[src/rtl/intr_ctrl.sv]
// Parametrised interrupt controller. Edge-latches NUM_IRQ interrupt lines into
// pending bits, applies a per-source mask and a global enable, and presents the
// lowest-index eligible source to the CPU as a request plus a handler vector.
// The request is held until the CPU takes it. The controller then stays in service
// until software writes an ack.
//
// Optional build macro INTR_CTRL_LEVEL_EN: the pending bits follow the raw
// interrupt lines (level-sensitive), and taking a request does not clear its
// pending bit.
//
// VEC_W is expected to be at most 32, the width of the write data bus.

module intr_ctrl #(
    parameter int unsigned NUM_IRQ    = 8,
    parameter int unsigned VEC_W      = 32,
    parameter int unsigned VEC_STRIDE = 4,
    localparam int unsigned ID_W      = (NUM_IRQ > 1) ? $clog2(NUM_IRQ) : 1
) (
    input  logic               clk,
    input  logic               reset,
    input  logic [NUM_IRQ-1:0] irq_in,
    input  logic               wr_en,
    input  logic [1:0]         wr_addr,
    input  logic [31:0]        wr_data,
    input  logic               intr_take,
    output logic               intr_req,
    output logic [VEC_W-1:0]   intr_vec,
    output logic [ID_W-1:0]    intr_id,
    output logic               in_service,
    output logic [NUM_IRQ-1:0] pending
);

    typedef enum logic [1:0] {
        StIdle,
        StReq,
        StService
    } state_e;

    localparam logic [1:0] AddrAck  = 2'd0;
    localparam logic [1:0] AddrGen  = 2'd1;
    localparam logic [1:0] AddrBase = 2'd2;
    localparam logic [1:0] AddrMask = 2'd3;

    state_e             state_q, state_d;
    logic [NUM_IRQ-1:0] pending_q, pending_d;
    logic [NUM_IRQ-1:0] mask_q, mask_d;
    logic               global_en_q, global_en_d;
    logic [VEC_W-1:0]   vec_base_q, vec_base_d;
    logic [ID_W-1:0]    intr_id_q, intr_id_d;

    logic [NUM_IRQ-1:0] eligible;
    logic               fire;
    logic               ack;
    logic               take_now;
    logic [ID_W-1:0]    lowest_id;

    // Only part of the write bus feeds the mask/base registers for small configs.
    logic unused_wr_data;
    assign unused_wr_data = ^wr_data;

    assign eligible = pending_q & mask_q;
    assign fire     = global_en_q & (|eligible);
    assign ack      = wr_en && (wr_addr == AddrAck) && wr_data[0];
    assign take_now = (state_q == StReq) && intr_take;

    // Fixed priority: scan downwards so the lowest set index is the last assignment.
    always_comb begin
        lowest_id = '0;
        for (int i = NUM_IRQ - 1; i >= 0; i--) begin
            if (eligible[i]) begin
                lowest_id = ID_W'(i);
            end
        end
    end

`ifdef INTR_CTRL_LEVEL_EN
    // Level mode: pending mirrors the lines; software clears the device before ack.
    always_comb begin
        pending_d = irq_in;
    end
`else
    logic [NUM_IRQ-1:0] irq_prev_q;
    logic [NUM_IRQ-1:0] irq_rise;

    assign irq_rise = irq_in & ~irq_prev_q;

    // Edge mode: a take clears the served bit, but a fresh rise on the same bit wins.
    always_comb begin
        pending_d = pending_q;
        if (take_now) begin
            pending_d[intr_id_q] = 1'b0;
        end
        pending_d = pending_d | irq_rise;
    end

    // Previous-sample register for rise detection.
    always_ff @(posedge clk) begin
        if (reset) begin
            irq_prev_q <= '0;
        end else begin
            irq_prev_q <= irq_in;
        end
    end
`endif

    // Software-visible configuration registers, written by the w_intr instruction.
    always_comb begin
        global_en_d = global_en_q;
        vec_base_d  = vec_base_q;
        mask_d      = mask_q;
        if (wr_en) begin
            unique case (wr_addr)
                AddrGen:  global_en_d = wr_data[0];
                AddrBase: vec_base_d  = wr_data[VEC_W-1:0];
                AddrMask: mask_d      = wr_data[NUM_IRQ-1:0];
                default:  ;
            endcase
        end
    end

    // Request/service FSM next state. The id is only captured when leaving idle,
    // so it stays stable through the request and the handler.
    always_comb begin
        state_d   = state_q;
        intr_id_d = intr_id_q;
        unique case (state_q)
            StIdle: begin
                if (fire) begin
                    intr_id_d = lowest_id;
                    state_d   = StReq;
                end
            end
            StReq: begin
                // Take beats retraction when both happen in the same cycle.
                if (intr_take) begin
                    state_d = StService;
                end else if (!global_en_q || !eligible[intr_id_q]) begin
                    state_d = StIdle;
                end
            end
            StService: begin
                if (ack) begin
                    state_d = StIdle;
                end
            end
            default: state_d = StIdle;
        endcase
    end

    // State and register update; reset abandons any request or handler.
    always_ff @(posedge clk) begin
        if (reset) begin
            state_q     <= StIdle;
            pending_q   <= '0;
            mask_q      <= '0;
            global_en_q <= 1'b0;
            vec_base_q  <= '0;
            intr_id_q   <= '0;
        end else begin
            state_q     <= state_d;
            pending_q   <= pending_d;
            mask_q      <= mask_d;
            global_en_q <= global_en_d;
            vec_base_q  <= vec_base_d;
            intr_id_q   <= intr_id_d;
        end
    end

    // Outputs decode directly from registered state; the vector wraps modulo 2^VEC_W.
    always_comb begin
        intr_req   = (state_q == StReq);
        in_service = (state_q == StService);
        intr_id    = intr_id_q;
        pending    = pending_q;
        intr_vec   = vec_base_q + (VEC_W'(intr_id_q) * VEC_W'(VEC_STRIDE));
    end

endmodule

[config.mk]
export PLATFORM = sky130hd
export DESIGN_NAME = intr_ctrl
export DESIGN_NICKNAME = d
export VERILOG_FILES = /design/src/rtl/intr_ctrl.sv
export SDC_FILE = /design/constraint.sdc
export NUM_CORES = 1
export LEC_CHECK = 0
export CAP_MARGIN = 20
export CORE_MARGIN = 4
export CORE_UTILIZATION = 50
export DETAILED_ROUTE_END_ITERATION = 10
export PLACE_DENSITY = 0.93
export SYNTH_ARGS = -nofsm -noshare
export SYNTH_HDL_FRONTEND = slang
export SYNTH_SLANG_ARGS = --single-unit
export TNS_END_PERCENT = 20
[constraint.sdc]
create_clock -name clk -period 5.3 [get_ports clk]
set_input_delay 1.06 -clock clk [delete_from_list [all_inputs] [get_ports clk]]
set_output_delay 1.06 -clock clk [all_outputs]
set_load 0.01 [all_outputs]
==> results of run 1 <==
-- worst paths after layout --
path,to,slack [ns],cells past startpoint
worst max-delay path,intr_vec[24],1.29,8
worst min-delay path,vec_base_q[1],0.46,2
worst max register to register,pending[0],3.72,5
worst min register to register,vec_base_q[1],0.46,2
-- tightest hold or removal path, cell delays in order (launching register included) --
cell	delay, ns
dfxtp_1	0.31
nand2_1	0.05
a21oi_1	0.05
-- power by group through the flow --
stage | combinational [W] | clock, W | sequential [W]
6_report | 0.000121 | 0.000413 | 0.000501
5_1_grt | 0.000131 | 0.000447 | 0.000503
4_1_cts | 0.000122 | 0.000419 | 0.000501
3_5_place_dp | 0.000121 | 0 | 0.000511
3_3_place_gp | 0.000117 | 0 | 0.000510
2_1_floorplan | 0.0000493 | 0 | 0.000509
-- metrics by stage --
stage                     total power, W  cells  hold WS, ns  instance area [µm²]
final                            0.00104    532        0.463                 4090
after global routing             0.00108    532        0.487                 4090
after CTS                        0.00104    532        0.463                 4090
after detailed placement        0.000632    516        0.455                 3890
after global placement          0.000627    515        0.445                 3880
after floorplan                 0.000558    371        0.436                 2970
-- Yosys cell counts (all sizes together) (7+ instances only) --
cell,n
nor2b,11
nand3,11
mux2i,9
nand2,93
nor2,21
dfxtp,62
inv,10
a21oi,48
o21ai,7
nand4,7
xor2,13
clkbuf,16
nand2b,11
xnor2,15
-- cells in the final DEF, fill, tap and decap left out, types with 3 or more instances in the layout --
| master | instances |
|---|---|
| clkbuf_8 | 11 |
| nand2_1 | 93 |
| ha_1 | 3 |
| nand4_1 | 6 |
| xor2_1 | 13 |
| inv_1 | 10 |
| clkinv_2 | 3 |
| mux2i_1 | 9 |
| nand2b_1 | 11 |
| nor2_1 | 20 |
| a21oi_1 | 48 |
| nand3_1 | 11 |
| dfxtp_1 | 62 |
| nor2b_1 | 11 |
| clkdlybuf4s50_1 | 89 |
| xnor2_1 | 15 |
| and3_1 | 4 |
| o21ai_0 | 7 |
-- per-layer routing --
layer  wire [µm]  track usage [%]
met1        3300             26.3
met2        3810             36.3
met3         526             5.15
met4         214             10.5
met5           0                0
-- flip-flops by register name, summed over array words and instances (netlist names) --
signal and flops:
vec_base_q 32, pending 8, state_q 2, irq_prev_q 8, global_en_q 1, intr_id 3
mask_q 8
-- cell type report --
| class | count | area [µm²] | share of cell area (%) |
|---|---|---|---|
| clock buffers | 12 | 155 | 3.79 |
| well taps | 72 | 90.1 | 2.20 |
| clock inverters | 4 | 45.0 | 1.10 |
| multi-input cells | 281 | 1610 | 39.4 |
| flip-flops and latches | 62 | 1240 | 30.3 |
| inverters | 10 | 37.5 | 0.917 |
| repair buffers | 91 | 911 | 22.2 |
-- cells by family (layout without fill, tap and decap cells) --
family	after synthesis	count (layout)	synth area share [%]
compound gates	67	67	12.4
fa+ha+maj	4	4	1.94
flops	62	62	41.9
simple gates	172	172	27.9
mux	10	10	3.80
buf+inv	28	117	3.80
xor+xnor	28	28	8.27
==> key figures, run 1 <==
Setup path
  • Worst path cell trace: inv_1 > fa_1 > inv_1 > a21o_1 > nand4_1 > nor2_1 > xor2_1 > clkdlybuf4s50_1
  • Max stage delay on crit path: 0.56 ns
  • Crit-path leading delay family: buffers and inverters
  • Top cell by count, worst path: inv_1
  • FF-to-FF Start: state_q[0]
  • Critical Path Start: intr_id[1]
  • Startpoint types: flip-flop
  • Slowest-stage cell, CP: clkdlybuf4s50_1
  • Critical path data arrival time: 2.95 ns
  • CP bufs+invs: 3
  • CP required: 4.24 ns
  • Crit path max fanout: 10
  • CP Capture Type: output pin
  • Crit Path Class: flip-flop to output pin

GRT
  • First-pass GRT wire length: 12700 µm
  • Initial antenna violation count: 0
  • Total congestion overflow: 0
  • Vias in the first global route: 2747
  • All-Layer GR Usage: 21.8%
  • Largest net degree at the start of global routing: 63

Timing
  • Fmax: 250 MHz
  • Final TNS setup: 0 ns
  • Period utilization: 75.6%
  • Max-slew violation count: 0
  • Clk_skew: 0.00580 ns
  • Worst Max-Slew Pin Slew: 1.08 ns
  • Setup violations, final: 0
  • RSZ-0062 raised after global routing: no
  • Final worst slack: 1.29 ns
  • Final Hold Viols: 0
  • Slew headroom: 27.7%
  • Fin crit period: 4.01 ns

Clocking
  • Hold-fix buffers at CTS: 0
  • Cts repair resizes: 0
  • Clock buffer depth: 2
  • Root buf cell: clkbuf_8
  • Worst-path clk slew: 0.06 ns
  • Number of CTS-inserted buffers: 9
  • Total clock sinks: 62
  • Setup Fix Bufs, Post-CTS: 0
  • CTS tree: yes
  • Worst-Skew Late Latency: 0.33 ns
  • Htree depth: 3

Final layout
  • Fillers: 415
  • Layout cells sized above 1: 5.65%
  • Synth-to-layout area growth: 38.1%
  • Number of antenna diodes: 0
  • Fin util: 72.6%
  • Final #Nets: 505

Place
  • DP Worst Slack: 1.66 ns
  • Gpl congestion: 0.830
  • Port buffer count: 90
  • HPWL after DPL: 5820 µm

Yosys
  • Post-synth ARST share: 0%
  • Synth Instances: 371
  • Synth top area share: 41.9%
  • Syn avg cell area: 7.99 µm²
  • Synth unique cells: 39
  • Seq/Total Area, Yosys: 41.9%
  • Post-Syn Area: 2970 µm²
  • #FFs+latches synth: 62
  • Top post-synthesis cells by area: dfxtp_1 (42%), nand2_1 (12%), a21oi_1 (8.1%), xnor2_1 (4.4%), xor2_1 (3.8%)
  • Post-synth EDFFs: 0
  • Syn nets: 421
  • Ys Warns: 0
  • Main synth FF type: dfxtp_1
  • Area leader, netlist: dfxtp_1

Drt
  • TritonRoute pass-1 iters: 4
  • DRT iter0 DRCs: 190
  • DRC: 0
  • Final WL: 7850 µm
  • Routed Antenna Nets: 0
  • Vias: 2848
  • Avg WL per Cell: 14.8 µm
  • Vias per cell: 5.35

Floorplan
  • Site Rows: 27
  • Die area: 7230 µm²
  • Die height: 85.0 µm
  • Starting density of the core: 52.6%
  • Core Area: 5640 µm²
  • Die X: 85.0 µm
  • IO Count: 91

Run status
  • Outcome: completed

Hold path
  • Worst hold start: vec_base_q[1]
  • Hold crit path type: flip-flop to flip-flop

Pwr
  • Sequential share of power: 48.4%
  • Int Power: 0.000795 W
  • Clk pwr share: 39.9%
  • Worst vdd ir: 0.187 mV
  • Leak Pwr: 1.62 nW
  • Logic gate share of total power: 11.7%
  • Net Sw Power: 0.000240 W
  • P per Cell Area: 253 nW/µm²
  • Net Sw Frac: 23.2%

Job
  • Max Cap Viol: 0
Power figures use the tool's default switching activity.
==> inputs of run 2 (changes only) <==
- CORE_UTILIZATION: 50 -> 47
- PLACE_DENSITY: 0.93 -> 0.88
- clock period: 5.3 -> 3.7 ns (I/O delays scaled with it)
==> key figures, run 2 (synthesized netlist as in run 1, its figures left out) <==
Run status
  • Outcome: completed

Setup path
  • Startpoint types: flip-flop
  • Critical path data arrival time: 2.86 ns (-0.09 ns)
  • Crit-path leading delay family: buffers and inverters
  • CP Capture Type: output pin
  • CP bufs+invs: 3 (unchanged)
  • Worst path cell trace: ha_1 > inv_1 > fa_1 > inv_1 > a21o_1 > nand4_1 > nor2_1 > xnor2_1 > clkdlybuf4s50_1
  • Max stage delay on crit path: 0.56 ns (about the same)
  • CP required: 2.96 ns (-1.28 ns)
  • Crit Path Class: flip-flop to output pin
  • FF-to-FF Start: global_en_q
  • Top cell by count, worst path: inv_1
  • Critical Path Start: intr_id[0]
  • Crit path max fanout: 8 (-2)
  • Slowest-stage cell, CP: clkdlybuf4s50_1

Final layout
  • Fin util: 68.0% (-4.5 points)
  • Most common cell after layout, fill and taps aside: nand2_1
  • Biggest register: vec_base_q
  • Number of antenna diodes: 0 (unchanged)
  • Final #Nets: 507 (+0.40%)
  • Finished Cell Area: 4100 µm² (+0.12%)
  • Most frequent cells in the layout: nand2_1 (93), clkdlybuf4s50_1 (88), dfxtp_1 (60), a21oi_1 (48), nor2_1 (19)
  • Layout cells sized above 1: 6.71% (+1.1 points)
  • Cell Count, Final, Fillers Out: 537 (+0.94%)
  • Max FFs per register: 32 (unchanged)
  • Synth-to-layout area growth: 38.2%

Pwr
  • Worst vdd ir: 0.238 mV (+27%)
  • Logic gate share of total power: 12.0% (+0.3 points)
  • Net Sw Frac: 23.7% (+0.48 points)
  • Leak Pwr: 1.63 nW (+1.1%)
  • Int Power: 0.00109 W (+37%)
  • Net Sw Power: 0.000338 W (+41%)
  • Sequential share of power: 50.2% (+1.8 points)
  • P per Cell Area: 348 nW/µm² (+38%)
  • Clk pwr share: 37.8% (-2.1 points)

Drt
  • Routed Antenna Nets: 0 (unchanged)
  • Vias per cell: 5.25 (-1.9%)
  • DRT iter0 DRCs: 161 (-15%)
  • Avg WL per Cell: 13.8 µm (-6.2%)
  • Final WL: 7430 µm (-5.3%)
  • DRC: 0 (unchanged)
  • TritonRoute pass-1 iters: 4 (unchanged)
  • Vias: 2820 (-0.98%)

Timing
  • Setup violations, final: 0 (unchanged)
  • Period utilization: 97.2%
  • Worst Max-Slew Pin Slew: 1.06 ns (-0.0228 ns)
  • Final Hold Viols: 0 (unchanged)
  • Max-slew violation count: 0 (unchanged)
  • Fin crit period: 3.60 ns
  • Fmax: 278 MHz
  • Clk_skew: 0.00869 ns (+0.00289 ns)
  • Slew headroom: 29.3% (+1.5 points)

Clocking
  • Root buf cell: clkbuf_8
  • Number of CTS-inserted buffers: 9 (unchanged)
  • Htree depth: 3 (unchanged)
  • Total clock sinks: 62 (unchanged)
  • CTS tree: yes
  • Worst-Skew Late Latency: 0.34 ns (about the same)
  • Clock buffer depth: 2 (unchanged)
  • Worst-path clk slew: 0.06 ns (about the same)

Place
  • Port buffer count: 90 (unchanged)
  • HPWL after DPL: 5500 µm (-5.6%)
  • Placed Cells: 520 (+0.78%)
  • Dpl cell area: 3900 µm² (about the same)
  • Gpl congestion: 0.874 (+5.4%)

Floorplan
  • Starting density of the core: 49.2% (-3.4 points)
  • Site Rows: 28 (+3.7%)
  • Core Area: 6030 µm² (+6.8%)
  • Die height: 87.4 µm (+2.8%)
  • Die area: 7640 µm² (+5.8%)
  • Die X: 87.4 µm (+2.8%)
  • IO Count: 91 (unchanged)

GRT
  • First-pass GRT wire length: 12000 µm (-5.8%)
  • Total congestion overflow: 0 (unchanged)
  • Initial antenna violation count: 0 (unchanged)
  • Vias in the first global route: 2612 (-4.9%)
  • All-Layer GR Usage: 20.1% (-1.7 points)
  • Largest net degree at the start of global routing: 63 (unchanged)

Hold path
  • Worst hold start: vec_base_q[0]
  • Hold crit path type: flip-flop to flip-flop

Job
  • Max Cap Viol: 0 (unchanged)
run 2: power by group through the flow:
stage / registers [W] / logic (W) / clock network [W]
4_1_cts: 0.000717 / 0.000172 / 0.000552
3_5_place_dp: 0.000731 / 0.000170 / 0
6_report: 0.000717 / 0.000171 / 0.000540
3_3_place_gp: 0.000730 / 0.000169 / 0
5_1_grt: 0.000721 / 0.000186 / 0.000589
2_1_floorplan: 0.000729 / 0.0000707 / 0
run 2: cell type report:
cell class	count	area, µm²
fill	493	1930
multi-input combinational	281	1620
inverter	10	37.5
timing repair buffer	93	921
tap	75	93.8
clock buffer	13	169
sequential	62	1240
clock inverter	3	17.5
run 2: per-stage QoR:
| step | TNS [ns] | hold slack [ns] | worst slack [ns] | total power [W] |
|---|---|---|---|---|
| final | 0 | 0.455 | 0.102 | 0.00143 |
| after global routing | -0.0938 | 0.479 | -0.0361 | 0.00150 |
| after CTS | 0 | 0.459 | 0.0270 | 0.00144 |
| after detailed placement | 0 | 0.450 | 0.400 | 0.000902 |
| after global placement | 0 | 0.447 | 0.485 | 0.000899 |
| after floorplan | 0 | 0.436 | 0.946 | 0.000800 |
run 2: worst reg2reg max path, stage by stage (launching register included):
cell and delay [ns]:
dfxtp_1 0.34, nor3b_1 0.56, o21ai_0 0.25, nand2_1 0.12
a21oi_1 0.07
run 2: timing repair:
item / 4_1_cts / 5_1_grt
endpoints found under the setup margin: 0 / 18
hold endpoints to repair: 0 / 0
resized for setup: 0 / 4
hold buffers: 0 / 0
buffers inserted: 0 / 1
run 2: final timing paths:
check,cells after the start,slack [ns],endpoint
worst max-delay path,9,0.10,intr_vec[30]
worst min-delay path,2,0.46,vec_base_q[0]
worst max register to register,4,2.19,intr_id[0]
worst min register to register,2,0.46,vec_base_q[0]
run 2: layer usage:
layer  share of wire [%]  vias to the layer above  GRT usage [%]
li1                    -                     1418              -
met1                  44                     1280           25.2
met2                  47                      110           33.2
met3                 6.8                       12           4.26
met4                 1.4                        0           8.65
met5                   0                        -              0
==> inputs of run 3 (changes only) <==
- CORE_ASPECT_RATIO: default -> 1.1
==> key figures, run 3 (synthesized netlist as in run 1, its figures left out) <==
Setup path
  • FF-to-FF Start: global_en_q
  • Worst path cell trace: ha_1 > a21oi_1 > buf_4 > nor2_1 > nand3_1 > xnor2_1 > clkdlybuf4s50_1
  • Worst r2r dst: intr_id[0]
  • Crit Path Class: flip-flop to output pin
  • Critical path depth in cells: 7 (-2)
  • Cell depth of the worst flop-to-flop path: 4 (unchanged)
  • Slowest-stage cell, CP: dfxtp_1
  • CP Capture Type: output pin
  • Critical Path Start: intr_id[2]
  • Worst setup path end: intr_vec[11]
  • CP bufs+invs: 2 (-1)
  • CP required: 2.96 ns (about the same)
  • Critical path data arrival time: 2.77 ns (-0.09 ns)
  • Crit path max fanout: 13 (+5)
  • Startpoint types: flip-flop
  • Crit-path leading delay family: buffers and inverters
  • Register-to-Register Setup Slack: 2.24 ns (+0.05 ns)
  • Max stage delay on crit path: 0.62 ns (+0.06 ns)

GRT
  • Largest net degree at the start of global routing: 63 (unchanged)
  • Total congestion overflow: 0 (unchanged)
  • Vias in the first global route: 2744 (+5.1%)
  • All-Layer GR Usage: 20.5% (+0.38 points)
  • First-pass GRT wire length: 12700 µm (+6.2%)
  • Initial antenna violation count: 0 (unchanged)

Timing
  • Final TNS setup: 0 ns (unchanged)
  • Fmax: 285 MHz (+2.5%)
  • Final worst slack: 0.189 ns (+0.0870 ns)
  • Fin crit period: 3.51 ns (-0.0870 ns)
  • Worst Hold Slack: 0.454 ns (-0.00162 ns)
  • Slew headroom: 57.6% (+28 points)
  • Period utilization: 94.9% (-2.4 points)
  • Setup violations, final: 0 (unchanged)
  • Clk_skew: 0.00548 ns (-0.00321 ns)
  • Final Hold Viols: 0 (unchanged)
  • Max-slew violation count: 0 (unchanged)
  • Worst Max-Slew Pin Slew: 0.635 ns (-0.426 ns)
  • RSZ-0062 raised after global routing: no

Job
  • Max Cap Viol: 0 (unchanged)

Final layout
  • Max FFs per register: 32 (unchanged)
  • Most common cell after layout, fill and taps aside: nand2_1
  • Biggest register: vec_base_q
  • Layout cells sized above 1: 6.49% (-0.22 points)
  • Most frequent cells in the layout: nand2_1 (93), clkdlybuf4s50_1 (89), dfxtp_1 (60), a21oi_1 (48), nor2_1 (20)
  • Synth-to-layout area growth: 39.2%
  • Fin util: 67.1% (-0.97 points)
  • Number of antenna diodes: 0 (unchanged)
  • Final #Nets: 508 (+0.20%)

Drt
  • Vias per cell: 5.23 (-0.36%)
  • DRC: 0 (unchanged)
  • Vias: 2836 (+0.57%)
  • Uppermost layer routed: met4
  • TritonRoute pass-1 iters: 5 (+1)
  • M1 wire length: 3150 µm (-4.2%)
  • Final WL: 7810 µm (+5.1%)
  • DRT iter0 DRCs: 106 (-34%)
  • Routed Antenna Nets: 0 (unchanged)
  • Avg WL per Cell: 14.4 µm (+4.1%)
  • Routed wl met2: 4040 µm (+14%)
  • Met3 wire len: 517 µm (+1.8%)

Clocking
  • Total clock sinks: 62 (unchanged)
  • CTS tree: yes
  • Worst-path clk slew: 0.06 ns (about the same)
  • Root buf cell: clkbuf_8
  • Clock buffer depth: 2 (unchanged)
  • Worst-Skew Late Latency: 0.33 ns (about the same)
  • Number of CTS-inserted buffers: 9 (unchanged)
  • Htree depth: 3 (unchanged)

Place
  • Gpl congestion: 0.880 (+0.64%)
  • HPWL after DPL: 5620 µm (+2.3%)
  • DP Worst Slack: 0.401 ns (+0.00162 ns)
  • Port buffer count: 90 (unchanged)

Floorplan
  • Core Area: 6160 µm² (+2.2%)
  • Die X: 83.7 µm (-4.2%)
  • Die height: 91.3 µm (+4.4%)
  • Site Rows: 30 (+7.1%)
  • Starting density of the core: 48.2% (-1.0 points)
  • IO Count: 91 (unchanged)
  • Die area: 7650 µm² (about the same)

Hold path
  • Worst hold start: vec_base_q[1]
  • Hold crit path type: flip-flop to flip-flop

Pwr
  • Leak Pwr: 1.62 nW (-0.76%)
  • P per Cell Area: 350 nW/µm² (+0.52%)
  • Worst vdd ir: 0.357 mV (+50%)

Run status
  • Outcome: completed
[run 3: cell types whose count changed in the layout (fill, tap and decap cells not counted), sizes merged]
cell and delta:
dlymetal6s2s -1, clkinvlp -1, buf +1, clkbuf +2, clkinv -2, clkdlybuf4s50 +1
[run 3: how the worst min path moves through the flow]
stage | to | slack, ns | cells past startpoint
after floorplan | vec_base_q[30] | 0.44 | 2
after global placement | vec_base_q[1] | 0.44 | 2
after detailed placement | vec_base_q[1] | 0.45 | 2
after CTS | vec_base_q[1] | 0.45 | 2
after global routing | vec_base_q[1] | 0.49 | 2
final | vec_base_q[1] | 0.45 | 2
[run 3: through the flow]
| step | std cells | total power [W] | area, µm² |
|---|---|---|---|
| detailed placement | 526 | 0.000904 | 3910 |
| global placement | 526 | 0.000900 | 3910 |
| CTS | 541 | 0.00146 | 4100 |
| floorplan | 371 | 0.000800 | 2970 |
| finish | 542 | 0.00145 | 4130 |
| global route | 542 | 0.00151 | 4130 |
[run 3: tightest hold or removal path, delay by kind of cell (launching register included)]
kind | cells | cell delay, ns
compound gates | 1 | 0.05
flops | 1 | 0.31
simple gates | 1 | 0.05
[run 3: routing by layer]
| layer | up-vias | track usage, % |
|---|---|---|
| li1 | 1414 | - |
| met2 | 95 | 36.7 |
| met1 | 1316 | 23.5 |
| met3 | 11 | 5.54 |
| met5 | - | 0 |
| met4 | 0 | 6.30 |
[run 3: cell type report]
| cell class | count | area [µm²] |
|---|---|---|
| Fill cell | 530 | 2030 |
| Multi-Input combinational cell | 281 | 1620 |
| Sequential cell | 62 | 1240 |
| Timing Repair Buffer | 94 | 938 |
| Clock buffer | 15 | 186 |
| Tap cell | 80 | 100 |
| Inverter | 10 | 37.5 |
[run 3: power by group]
part / switching, W / leakage [nW] / internal (W)
sequential: 0.0000249 / 0.508 / 0.000694
clock: 0.000239 / 0.0958 / 0.000314
combinational: 0.0000713 / 1.02 / 0.000103
total: 0.000335 / 1.62 / 0.00111
[run 3: repair_timing]
item,CTS,global route
hold buffers,0,0
endpoints found under the setup margin,3,9
pin swaps,0,1
gates resized for setup,1,2
cloned,0,0
buffers inserted,0,0
